==> src/rtl/race_pkg.sv <==
// -----------------------------------------------------------------------------
// race_pkg
// Shared types and defaults for the race judge and its observer bench.
//   state_t      : judge FSM states (IDLE, RACE, RELEASE)
//   idx_w()      : width of a racer index, never less than one bit
//   *_DEF        : default racer count, counter width and timeout
// -----------------------------------------------------------------------------
package race_pkg;

    typedef enum logic [1:0] {
        IDLE    = 2'd0,
        RACE    = 2'd1,
        RELEASE = 2'd2
    } state_t;

    localparam int N_RACERS_DEF = 4;
    localparam int CNT_W_DEF    = 16;
    localparam int TIMEOUT_DEF  = 1000;

    function automatic int idx_w(input int n);
        if (n <= 2) begin
            return 1;
        end
        return $clog2(n);
    endfunction

endpackage

==> src/rtl/race_judge_if.sv <==
// -----------------------------------------------------------------------------
// race_judge_if
// Bundles the observer handshake (start/done_in), the race request (go) and
// the published result fields of the race judge.
//   master : judge side (drives start, busy and the result fields)
//   slave  : controller/observer side (drives go and done_in)
// Optional ranking signals (place, place_cnt) exist only when
// RACE_JUDGE_RANKING_EN is defined.
// -----------------------------------------------------------------------------
interface race_judge_if #(
    parameter int N_RACERS = race_pkg::N_RACERS_DEF,
    parameter int CNT_W    = race_pkg::CNT_W_DEF
);
    localparam int IDX_W = race_pkg::idx_w(N_RACERS);

    logic                  go;
    logic [N_RACERS-1:0]   done_in;
    logic [N_RACERS-1:0]   start;
    logic                  busy;
    logic                  result_valid;
    logic [IDX_W-1:0]      winner;
    logic                  tie;
    logic [CNT_W-1:0]      first_time;
    logic [N_RACERS-1:0]   finished;
    logic                  timeout;
`ifdef RACE_JUDGE_RANKING_EN
    logic [N_RACERS*IDX_W-1:0] place;
    logic [IDX_W:0]            place_cnt;
`endif

`ifdef RACE_JUDGE_RANKING_EN
    modport master (
        input  go, done_in,
        output start, busy, result_valid, winner, tie, first_time, finished, timeout,
        output place, place_cnt
    );
    modport slave (
        output go, done_in,
        input  start, busy, result_valid, winner, tie, first_time, finished, timeout,
        input  place, place_cnt
    );
`else
    modport master (
        input  go, done_in,
        output start, busy, result_valid, winner, tie, first_time, finished, timeout
    );
    modport slave (
        output go, done_in,
        input  start, busy, result_valid, winner, tie, first_time, finished, timeout
    );
`endif

endinterface

==> src/rtl/lowest_set_index.sv <==
// -----------------------------------------------------------------------------
// lowest_set_index
// Combinational priority encoder.
//   vec_i   : input vector (W bits)
//   idx_o   : index of the lowest set bit (0 when vec_i is zero)
//   any_o   : at least one bit set
//   multi_o : more than one bit set
// -----------------------------------------------------------------------------
module lowest_set_index #(
    parameter int W  = 4,
    parameter int IW = 2
) (
    input  logic [W-1:0]  vec_i,
    output logic [IW-1:0] idx_o,
    output logic          any_o,
    output logic          multi_o
);

    always_comb begin
        idx_o = '0;
        for (int i = W - 1; i >= 0; i--) begin
            if (vec_i[i]) begin
                idx_o = IW'(i);
            end
        end
    end

    assign any_o   = |vec_i;
    // Clearing the lowest set bit leaves something only if two or more were set.
    assign multi_o = |(vec_i & (vec_i - W'(1)));

endmodule

==> src/rtl/race_judge.sv <==
// -----------------------------------------------------------------------------
// race_judge
// Upstream controller for a bank of race observers (four-phase start/done).
// On go it raises every start line, times the race, records the first
// finisher, tie status and finish mask, drops start, waits for all done lines
// to return low and then publishes the result.
//   clk   : system clock, rising edge
//   rst_l : asynchronous active-low reset
//   bus   : race_judge_if.master (go, done_in, start, busy, result fields)
// Parameters: N_RACERS (2..16), CNT_W (counter width), TIMEOUT (< 2**CNT_W).
// Optional feature macro: RACE_JUDGE_RANKING_EN adds the finish-order outputs
// place / place_cnt.
// -----------------------------------------------------------------------------
module race_judge
    import race_pkg::*;
#(
    parameter int N_RACERS = N_RACERS_DEF,
    parameter int CNT_W    = CNT_W_DEF,
    parameter int TIMEOUT  = TIMEOUT_DEF
) (
    input  logic         clk,
    input  logic         rst_l,
    race_judge_if.master bus
);

    localparam int               IDX_W = idx_w(N_RACERS);
    localparam logic [CNT_W-1:0] TMO   = CNT_W'(TIMEOUT);

    state_t              state_q, state_d;
    logic [N_RACERS-1:0] start_q, start_d;
    logic [N_RACERS-1:0] seen_q, seen_d;
    logic [N_RACERS-1:0] finished_q, finished_d;
    logic                busy_q, busy_d;
    logic                rv_q, rv_d;
    logic                tie_q, tie_d;
    logic                timeout_q, timeout_d;
    logic [IDX_W-1:0]    winner_q, winner_d;
    logic [CNT_W-1:0]    cnt_q, cnt_d;
    logic [CNT_W-1:0]    first_q, first_d;

    logic [N_RACERS-1:0] seen_nx;
    logic [IDX_W-1:0]    din_idx;
    logic                din_any;
    logic                din_multi;

    assign seen_nx = seen_q | bus.done_in;

    lowest_set_index #(.W(N_RACERS), .IW(IDX_W)) u_first (
        .vec_i   (bus.done_in),
        .idx_o   (din_idx),
        .any_o   (din_any),
        .multi_o (din_multi)
    );

    always_comb begin
        state_d    = state_q;
        start_d    = start_q;
        seen_d     = seen_q;
        finished_d = finished_q;
        busy_d     = busy_q;
        rv_d       = rv_q;
        tie_d      = tie_q;
        timeout_d  = timeout_q;
        winner_d   = winner_q;
        cnt_d      = cnt_q;
        first_d    = first_q;

        case (state_q)
            IDLE: begin
                if (bus.go) begin
                    start_d    = '1;
                    busy_d     = 1'b1;
                    rv_d       = 1'b0;
                    cnt_d      = CNT_W'(1);
                    seen_d     = '0;
                    finished_d = '0;
                    winner_d   = '0;
                    tie_d      = 1'b0;
                    first_d    = '0;
                    timeout_d  = 1'b0;
                    state_d    = RACE;
                end
            end
            RACE: begin
                seen_d = seen_nx;
                // Only the very first cycle with any done decides the winner.
                if (din_any && (seen_q == '0)) begin
                    winner_d = din_idx;
                    tie_d    = din_multi;
                    first_d  = cnt_q;
                end
                // All-finished takes priority over a coincident timeout.
                if (&seen_nx) begin
                    start_d    = '0;
                    finished_d = seen_nx;
                    timeout_d  = 1'b0;
                    state_d    = RELEASE;
                end else if (cnt_q == TMO) begin
                    start_d    = '0;
                    finished_d = seen_nx;
                    timeout_d  = 1'b1;
                    state_d    = RELEASE;
                end else begin
                    cnt_d = cnt_q + CNT_W'(1);
                end
            end
            RELEASE: begin
                // go is not sampled here, so a go on the exit cycle is dropped.
                if (bus.done_in == '0) begin
                    rv_d    = 1'b1;
                    busy_d  = 1'b0;
                    state_d = IDLE;
                end
            end
            default: begin
                state_d    = IDLE;
                start_d    = '0;
                seen_d     = '0;
                finished_d = '0;
                busy_d     = 1'b0;
                rv_d       = 1'b0;
                tie_d      = 1'b0;
                timeout_d  = 1'b0;
                winner_d   = '0;
                cnt_d      = '0;
                first_d    = '0;
            end
        endcase
    end

`ifdef RACE_JUDGE_RANKING_EN
    // Finish-order ranking: a chain of encoders peels new finishers off in
    // ascending index order, one per slot.
    logic [N_RACERS-1:0]                 new_fin;
    logic [N_RACERS-1:0]                 rem [N_RACERS];
    logic [IDX_W-1:0]                    rk_idx [N_RACERS];
    logic [N_RACERS-1:0]                 rk_any;
    logic [N_RACERS-1:0]                 rk_multi;
    logic [N_RACERS-1:0][IDX_W-1:0]      place_q, place_d;
    logic [IDX_W:0]                      pcnt_q, pcnt_d;

    assign new_fin = (state_q == RACE) ? (bus.done_in & ~seen_q) : '0;
    assign rem[0]  = new_fin;

    for (genvar k = 0; k < N_RACERS; k++) begin : g_rank
        lowest_set_index #(.W(N_RACERS), .IW(IDX_W)) u_rk (
            .vec_i   (rem[k]),
            .idx_o   (rk_idx[k]),
            .any_o   (rk_any[k]),
            .multi_o (rk_multi[k])
        );
        if (k < N_RACERS - 1) begin : g_next
            assign rem[k+1] = rem[k] & ~(N_RACERS'(1) << rk_idx[k]);
        end
    end

    always_comb begin
        logic [IDX_W:0] slot;
        place_d = place_q;
        pcnt_d  = pcnt_q;
        slot    = '0;
        case (state_q)
            IDLE: begin
                if (bus.go) begin
                    place_d = '0;
                    pcnt_d  = '0;
                end
            end
            RACE: begin
                for (int k = 0; k < N_RACERS; k++) begin
                    slot = pcnt_q + (IDX_W+1)'(k);
                    if (rk_any[k] && (slot < (IDX_W+1)'(N_RACERS))) begin
                        place_d[slot[IDX_W-1:0]] = rk_idx[k];
                    end
                end
                // Each encoder's multi flag means one more finisher follows it.
                pcnt_d = pcnt_q + (IDX_W+1)'(rk_any[0]) + (IDX_W+1)'($countones(rk_multi));
            end
            RELEASE: begin
            end
            default: begin
                place_d = '0;
                pcnt_d  = '0;
            end
        endcase
    end

    assign bus.place     = place_q;
    assign bus.place_cnt = pcnt_q;
`endif

    always_ff @(posedge clk or negedge rst_l) begin
        if (!rst_l) begin
            state_q    <= IDLE;
            start_q    <= '0;
            seen_q     <= '0;
            finished_q <= '0;
            busy_q     <= 1'b0;
            rv_q       <= 1'b0;
            tie_q      <= 1'b0;
            timeout_q  <= 1'b0;
            winner_q   <= '0;
            cnt_q      <= '0;
            first_q    <= '0;
`ifdef RACE_JUDGE_RANKING_EN
            place_q    <= '0;
            pcnt_q     <= '0;
`endif
        end else begin
            state_q    <= state_d;
            start_q    <= start_d;
            seen_q     <= seen_d;
            finished_q <= finished_d;
            busy_q     <= busy_d;
            rv_q       <= rv_d;
            tie_q      <= tie_d;
            timeout_q  <= timeout_d;
            winner_q   <= winner_d;
            cnt_q      <= cnt_d;
            first_q    <= first_d;
`ifdef RACE_JUDGE_RANKING_EN
            place_q    <= place_d;
            pcnt_q     <= pcnt_d;
`endif
        end
    end

    assign bus.start        = start_q;
    assign bus.busy         = busy_q;
    assign bus.result_valid = rv_q;
    assign bus.winner       = winner_q;
    assign bus.tie          = tie_q;
    assign bus.first_time   = first_q;
    assign bus.finished     = finished_q;
    assign bus.timeout      = timeout_q;

endmodule

==> src/flat_wrapper.sv <==
// flat-port wrapper written by rule: the top's interface ports become plain ports
module race_judge_flat import race_pkg::*;
#(
    parameter int N_RACERS = N_RACERS_DEF,
    parameter int CNT_W    = CNT_W_DEF,
    parameter int TIMEOUT  = TIMEOUT_DEF
)
  (clk, rst_l, bus_go, bus_done_in, bus_start, bus_busy, bus_result_valid, bus_winner, bus_tie, bus_first_time, bus_finished, bus_timeout);
  race_judge_if #(.N_RACERS(N_RACERS), .CNT_W(CNT_W)) bus_i ();
  input  logic clk;
  input  logic rst_l;
  input wire logic [$bits(bus_i.go)-1:0] bus_go;
  input wire logic [$bits(bus_i.done_in)-1:0] bus_done_in;
  output wire logic [$bits(bus_i.start)-1:0] bus_start;
  output wire logic [$bits(bus_i.busy)-1:0] bus_busy;
  output wire logic [$bits(bus_i.result_valid)-1:0] bus_result_valid;
  output wire logic [$bits(bus_i.winner)-1:0] bus_winner;
  output wire logic [$bits(bus_i.tie)-1:0] bus_tie;
  output wire logic [$bits(bus_i.first_time)-1:0] bus_first_time;
  output wire logic [$bits(bus_i.finished)-1:0] bus_finished;
  output wire logic [$bits(bus_i.timeout)-1:0] bus_timeout;
  assign bus_i.go = bus_go;
  assign bus_i.done_in = bus_done_in;
  assign bus_start = bus_i.start;
  assign bus_busy = bus_i.busy;
  assign bus_result_valid = bus_i.result_valid;
  assign bus_winner = bus_i.winner;
  assign bus_tie = bus_i.tie;
  assign bus_first_time = bus_i.first_time;
  assign bus_finished = bus_i.finished;
  assign bus_timeout = bus_i.timeout;
  race_judge #(.N_RACERS(N_RACERS), .CNT_W(CNT_W), .TIMEOUT(TIMEOUT)) u_core (.clk(clk), .rst_l(rst_l), .bus(bus_i));
endmodule
==> config.mk <==
export PLATFORM = sky130hd
export DESIGN_NAME = race_judge_flat
export DESIGN_NICKNAME = d
export VERILOG_FILES = /design/src/rtl/race_pkg.sv /design/src/rtl/race_judge_if.sv /design/src/rtl/lowest_set_index.sv /design/src/rtl/race_judge.sv /design/src/flat_wrapper.sv
export SDC_FILE = /design/constraint.sdc
export NUM_CORES = 1
export LEC_CHECK = 0
export BUFFER_PORTS_ARGS = -buffer_cell sky130_fd_sc_hd__buf_4
export CAP_MARGIN = 25
export CORE_ASPECT_RATIO = 2
export CORE_UTILIZATION = 51
export CTS_CLUSTER_DIAMETER = 60
export CTS_CLUSTER_SIZE = 24
export DETAILED_ROUTE_END_ITERATION = 8
export GPL_TIMING_DRIVEN = 0
export PLACE_DENSITY = 0.87
export SETUP_SLACK_MARGIN = 0.3
export SLEW_MARGIN = 10
export SYNTH_ARGS = -nofsm -noshare
export SYNTH_HDL_FRONTEND = slang
export SYNTH_HIERARCHICAL = 1
export SYNTH_SLANG_ARGS = --single-unit
==> constraint.sdc <==
create_clock -name clk -period 1.6 [get_ports clk]
set_input_delay 0.4 -clock clk [delete_from_list [all_inputs] [get_ports clk]]
set_output_delay 0.4 -clock clk [all_outputs]
set_load 0.05 [all_outputs]
# Word-level counts from Yosys, hierarchy flattened
# Cells that the tools add are included.
[word_totals]
elab_cells = 78
output_inout_bits = 30
reg_bits = 52
[op_classes]
bitwise = 4
muxes = 39
n_eq_ne = 9
reduce_logical = 13
n_addsub = 2
[op_table]
columns = ["operator", "n"]
rows = [
  ["16-bit one-hot mux with 3 select lines", 2],
  ["16-bit two-way mux", 5],
  ["4-bit one-hot mux with 3 select lines", 3],
  ["4-bit two-way mux", 6],
  ["2-bit two-way mux", 10],
  ["16-bit by 1-bit adder with 16-bit output, second input constant", 1],
  ["16-bit by 10-bit equality test with 1-bit output, second input constant", 1],
  ["1-bit one-hot mux with 3 select lines", 4],
  ["2-bit one-hot mux with 3 select lines", 2],
  ["3-bit AND reduction", 4],
  ["4-bit logical NOT", 2],
  ["4-bit AND reduction", 2],
  ["4-bit OR reduction", 2],
  ["1-bit two-way mux", 7],
  ["2-bit != test, second input constant", 3],
  ["4-bit AND", 1],
  ["2-bit by 1-bit != test with 1-bit output, second input constant", 2],
  ["4-bit bitwise OR", 1],
  ["4-bit by 1-bit subtractor with 4-bit output, second input constant", 1],
  ["3-bit by 1-bit != test with 1-bit output, second input constant", 1],
  ["2-bit by 1-bit equality test with 1-bit output, second input constant", 1],
  ["2-bit equality test, second input constant", 1],
  ["2-bit logical NOT", 1],
  ["1-bit inverter", 2],
  ["other kinds (2)", 2],
]

# Logic depth before layout (Yosys ltp)
[logic_depth]
ltp_word = 6
mapped_depth = 8
mapped_depth_nobuf = 7

# Hierarchy
# Netlist, hierarchy kept.
[by_module_without_submodules]
columns = ["module", "area_each_um2", "instances", "seq_area_each_um2", "cells_each"]
rows = [
  ["race_judge", 2388.5, 1, 1226.2, 248],
  ["lowest_set_index", 47.5, 1, 0.0, 10],
]

# Least setup slack after synthesis
# OpenSTA, ideal clock, no wires.
[synth_path]
kind = "register to register"
start = "reg u_core.cnt_q[0]"
end = "reg u_core.cnt_q[4]"
path_stages_with_launch = 9
slack_ns = -0.087
synth_period_minus_slack_ns = 1.687
t_required_ns = 1.460
n_path_buf = 1
t_arrival_ns = 1.547
cell_sequence = "dfrtp_1 inv_1 ha_1 nor3b_1 nand4b_1 nand2_1 buf_4 o311ai_0 o41ai_1"
[synth_between]
elab_chain_cells = 4
elab_cells_between_ends = 7
classes_between = "1 x add/sub; 2 x eq/ne; 3 x mux; 1 x reduce/logical"
[synth_rtl]
columns = ["item", "line", "text"]
rows = [
  ["from (decl)", "race_judge.sv:38", "logic [CNT_W-1:0] cnt_q, cnt_d;"],
  ["from (signal assigned)", "race_judge.sv:219", "cnt_q <= cnt_d;"],
  ["16-bit by 1-bit adder with 16-bit output", "race_judge.sv:104", "cnt_d = cnt_q + CNT_W'(1);"],
  ["16-bit two-way mux", "race_judge.sv:98", "end else if (cnt_q == TMO) begin"],
  ["16-bit two-way mux", "race_judge.sv:93", "if (&seen_nx) begin"],
  ["16-bit one-hot mux with 3 select lines", "race_judge.sv:68", "case (state_q)"],
]
# Parallel ways exist; a longest one is shown, timed or not. The select of a mux whose other input is x is not followed.
# A chain may end at the register's enable or synchronous reset.

# Final worst setup path
[layout_path]
start = "reg u_core.cnt_q[9]"
end = "reg u_core.cnt_q[12]"
# Same word-level chain as after synthesis.

==> flow_metrics.env <==
export IMPL_status="complete, but fails checks"
export IMPL_violations="negative setup slack"
export IMPL_worstMarginPinSlew_ps=635
export IMPL_grt_max_degree=50
export IMPL_post_route_util_pct=94.8
export IMPL_crit_path_top_delay_cell="dfrtp_1"
export IMPL_clk_latency_ps=320
export IMPL_powerDensity_nw_per_um2=1940
export IMPL_clockPowerShare_pct=8.4
export IMPL_dp_hpwl_um=4330
export IMPL_overflow=0
export IMPL_wire_per_inst_um=29.7
export IMPL_area_growth_pct=78.9
export IMPL_leakagePower_nw=1.92
export IMPL_slowest_delay_ps=470
export IMPL_finalClockSkew_ps=8.93
export IMPL_worst_r2r_cell_count=6
export IMPL_stdcell_area_um2=4360
export IMPL_critical_path_top_delay_family="compound AO/OA/AOI/OAI gates"
export IMPL_io_pins=37
export IMPL_ys_ff_latch=49
export IMPL_setup_ws_ps=-318
export IMPL_vias=3050
export IMPL_n_antenna_cell=0
export IMPL_async_reset_ff_share_pct=100
export IMPL_postRouteAntennaNets=0
export IMPL_numCtsBuffers=5
export IMPL_fin_cells=422
export IMPL_worstPathArrival_ps=2110
export IMPL_drive_above_1_share_pct=62.4
export IMPL_ys_flop_type="dfrtp_1"
export IMPL_p_switching_mw=4.02
export IMPL_final_nets=375
export IMPL_synth_area_mux_share_pct=0.462
export IMPL_numPlacedInstances=349
export IMPL_die_h_um=99.7
export IMPL_yosys_warnings=6
export IMPL_fin_crit_sh_pct=120
export IMPL_synthXorXnorAreaFrac_pct=0
export IMPL_startpoint="u_core/cnt_q[9]"
export IMPL_switching_share_pct=47.5
export IMPL_cts_root_buf="clkbuf_8"
export IMPL_synth_seq_area_share_pct=50.3
export IMPL_grt_util_all_layers_pct=37.4
export IMPL_synth_distinct_cells=49
export IMPL_die_x_um=50.9
export IMPL_drc=0
export IMPL_synth_top_family_by_area="compound AO/OA/AOI/OAI gates"
export IMPL_drt_initial_drc_count=316
export IMPL_finalPower_mw=8.46
export IMPL_synth_nets=267
export IMPL_crit_chain="nand4_1 -> a2111oi_4 -> buf_4 -> a31oi_1 -> o21ai_1 -> o21ai_1"
export IMPL_hold_viol=0
export IMPL_synth_compound_area_share_pct=22.4
export IMPL_syn_cell_area_um2=2440
export IMPL_startpoint_type="flip-flop"
export IMPL_rsz0062_at_grt="yes"
export IMPL_path_clk_slew_ps=90
export IMPL_synth_edf_count=0
export IMPL_setup_viol=39
export IMPL_r2r_setup_slack_ps=-320
export IMPL_gp_congestion=0.899
export IMPL_placed_area_um2=2920
export IMPL_reg2reg_to="u_core/cnt_q[12]"
export IMPL_start_util_pct=53.0
export IMPL_hold_path_class="input pin to async pin"
export IMPL_syn_instance_count=258
export IMPL_cp_common_cell="o21ai_1"
export IMPL_syn_area_per_cell_um2=9.44
export IMPL_p_seq_share_pct=21.1
export IMPL_fp_row_count=35
export IMPL_core_area_um2=4600
export IMPL_cap_violations=0
export IMPL_critPathBufInv=1
export IMPL_r2r_start="u_core/cnt_q[9]"
export IMPL_io_buffer_count=36
export IMPL_required_ps=1790
export IMPL_fmax_mhz=521
export IMPL_viasPerCell=7.23
export IMPL_min_period_ps=1920
export IMPL_antenna_found_initial=0
export IMPL_h_tree_depth=2
export IMPL_synthAdderAreaFrac_pct=1.03
export IMPL_pwr_share_comb_pct=70.5
export IMPL_grt_pass1_wl_um=13800
export IMPL_synth_simple_area_share_pct=21.2
export IMPL_die_area_um2=5070
export IMPL_cts_tree="built"
export IMPL_critPathKind="flip-flop to flip-flop"
export IMPL_cts_sinks=49
export IMPL_cp_end_kind="flip-flop"
export IMPL_ir_drop_mv=1.81
export IMPL_first_pass_iters=5
export IMPL_grt_pass1_vias=2642
export IMPL_worstPathMaxFanout=6
export IMPL_relSlewSlack_pct=57.6
export IMPL_drv_slew=0
export IMPL_wl_um=12500
export IMPL_clockBufferDepth=2
export IMPL_intPower_mw=4.44
## cell type report
| cell class | count | area (um^2) |
|---|---|---|
| clock inverter | 2 | 10.0 |
| timing repair buffer | 101 | 1030 |
| tap | 55 | 68.8 |
| clock buffer | 6 | 72.6 |
| buffer | 16 | 198 |
| fill | 112 | 240 |
| inverter | 7 | 26.3 |
| sequential | 49 | 1240 |
| multi-input combinational | 186 | 1710 |
## kinds of logic after synthesis
| family | Yosys count |
|---|---|
| buffers and inverters | 23 |
| multiplexers | 1 |
| flip-flops | 49 |
| AND/OR/NAND/NOR | 101 |
| adder cells (fa/ha/maj) | 2 |
| AO/OA/AOI/OAI | 82 |
## synth_stat cells (2+ instances only)
cell / number / area [um^2]
a31oi_1: 4 / 25.0
clkbuf_1: 4 / 15.0
o311ai_0: 4 / 35.0
o2bb2ai_1: 3 / 26.3
ha_1: 2 / 25.0
nand2b_1: 4 / 25.0
nor4_1: 3 / 18.8
o31ai_1: 5 / 37.5
a21oi_1: 8 / 40.0
dfrtp_1: 49 / 1230
buf_2: 8 / 40.0
and2_1: 3 / 18.8
nor4b_1: 2 / 17.5
inv_1: 7 / 26.3
a22o_1: 4 / 35.0
o22ai_1: 2 / 12.5
nand4_1: 3 / 18.8
nor3_1: 3 / 15.0
buf_4: 4 / 30.0
nand4_2: 2 / 25.0
o41ai_1: 4 / 35.0
nor2_1: 12 / 45.0
o21ai_0: 36 / 180
nand3_1: 5 / 25.0
a211oi_1: 3 / 22.5
nand2_1: 51 / 191
## routing by layer
| layer | GRT usage [%] | up-vias | share of wire [%] |
|---|---|---|---|
| met4 | 25.0 | 0 | 10 |
| met1 | 42.3 | 1434 | 31 |
| met2 | 63.1 | 329 | 48 |
| met5 | 0 | - | 0 |
| li1 | - | 1155 | - |
| met3 | 5.81 | 132 | 11 |
## cells in the final DEF, fill, tap and decap left out, types with 3 or more instances in the layout
cell / n
buf_4: 52
buf_6: 43
dfrtp_1: 37
nand2_1: 30
o21ai_2: 18
o21ai_1: 14
buf_8: 13
dfrtp_2: 12
nand2_4: 11
nor2_1: 10
nand2_2: 9
clkbuf_8: 7
inv_1: 4
o21ai_0: 4
a21oi_1: 4
a22o_1: 4
buf_16: 3
inv_2: 3
nor2_4: 3
nand4_1: 3
a31oi_1: 3
nand2_8: 3
nand3_1: 3
nand2b_1: 3
o311ai_4: 3
o41ai_2: 3
and2_1: 3
a21oi_2: 3
o31ai_2: 3
## worst reg2reg max path, cell delays in order (launching register included)
cell and delay (ps):
dfrtp_1 470, nand4_1 310, a2111oi_4 440, buf_4 230, a31oi_1 110, o21ai_1 140, o21ai_1 100
## how the worst max path moves through the flow
stage / endpoint / slack, ps / cells after the start
2_1_floorplan: u_core/cnt_q[4] / 9 / 8
3_3_place_gp: u_core/bus.timeout / -280 / 7
3_5_place_dp: u_core/bus.timeout / -320 / 7
4_1_cts: u_core/bus.timeout / -70 / 7
5_1_grt: u_core/cnt_q[4] / -310 / 6
6_report: u_core/cnt_q[12] / -320 / 6
## metrics by stage
step | hold slack (ps) | worst slack, ps | setup TNS, ps
after floorplan | 104 | 8.82 | 0
after global placement | 454 | -285 | -4240
after detailed placement | 455 | -323 | -5610
after CTS | 122 | -73.9 | -406
after global routing | 147 | -315 | -6640
final | 96.9 | -318 | -6390
## power groups by stage
| stage | registers [mW] | clock network (mW) | logic [mW] |
|---|---|---|---|
| 5_1_grt | 1.79 | 0.767 | 6.02 |
| 2_1_floorplan | 2.10 | 0 | 1.63 |
| 3_3_place_gp | 1.72 | 0 | 2.74 |
| 6_report | 1.78 | 0.714 | 5.96 |
| 3_5_place_dp | 1.73 | 0 | 2.78 |
| 4_1_cts | 1.69 | 0.709 | 4.67 |
## sequential cells by signal (all words and copies together) (netlist names)
signal	flops
u_core/bus.start	1
u_core/cnt_q	16
u_core/bus.first_time	16
u_core/bus.timeout	1
u_core/bus.winner	2
u_core/bus.tie	1
u_core/bus.finished	4
u_core/bus.result_valid	1
u_core/state_q	2
u_core/seen_q	4
u_core/bus.busy	1
## timing repair
action / 4_1_cts / 5_1_grt
setup endpoints to repair: 55 / 76
pin swaps: 42 / 29
buffers inserted: 40 / 20
gates resized for setup: 114 / 86
cloned: 5 / 0
hold buffers: 0 / 0
No activity file was read; power rests on OpenSTA's default activity.
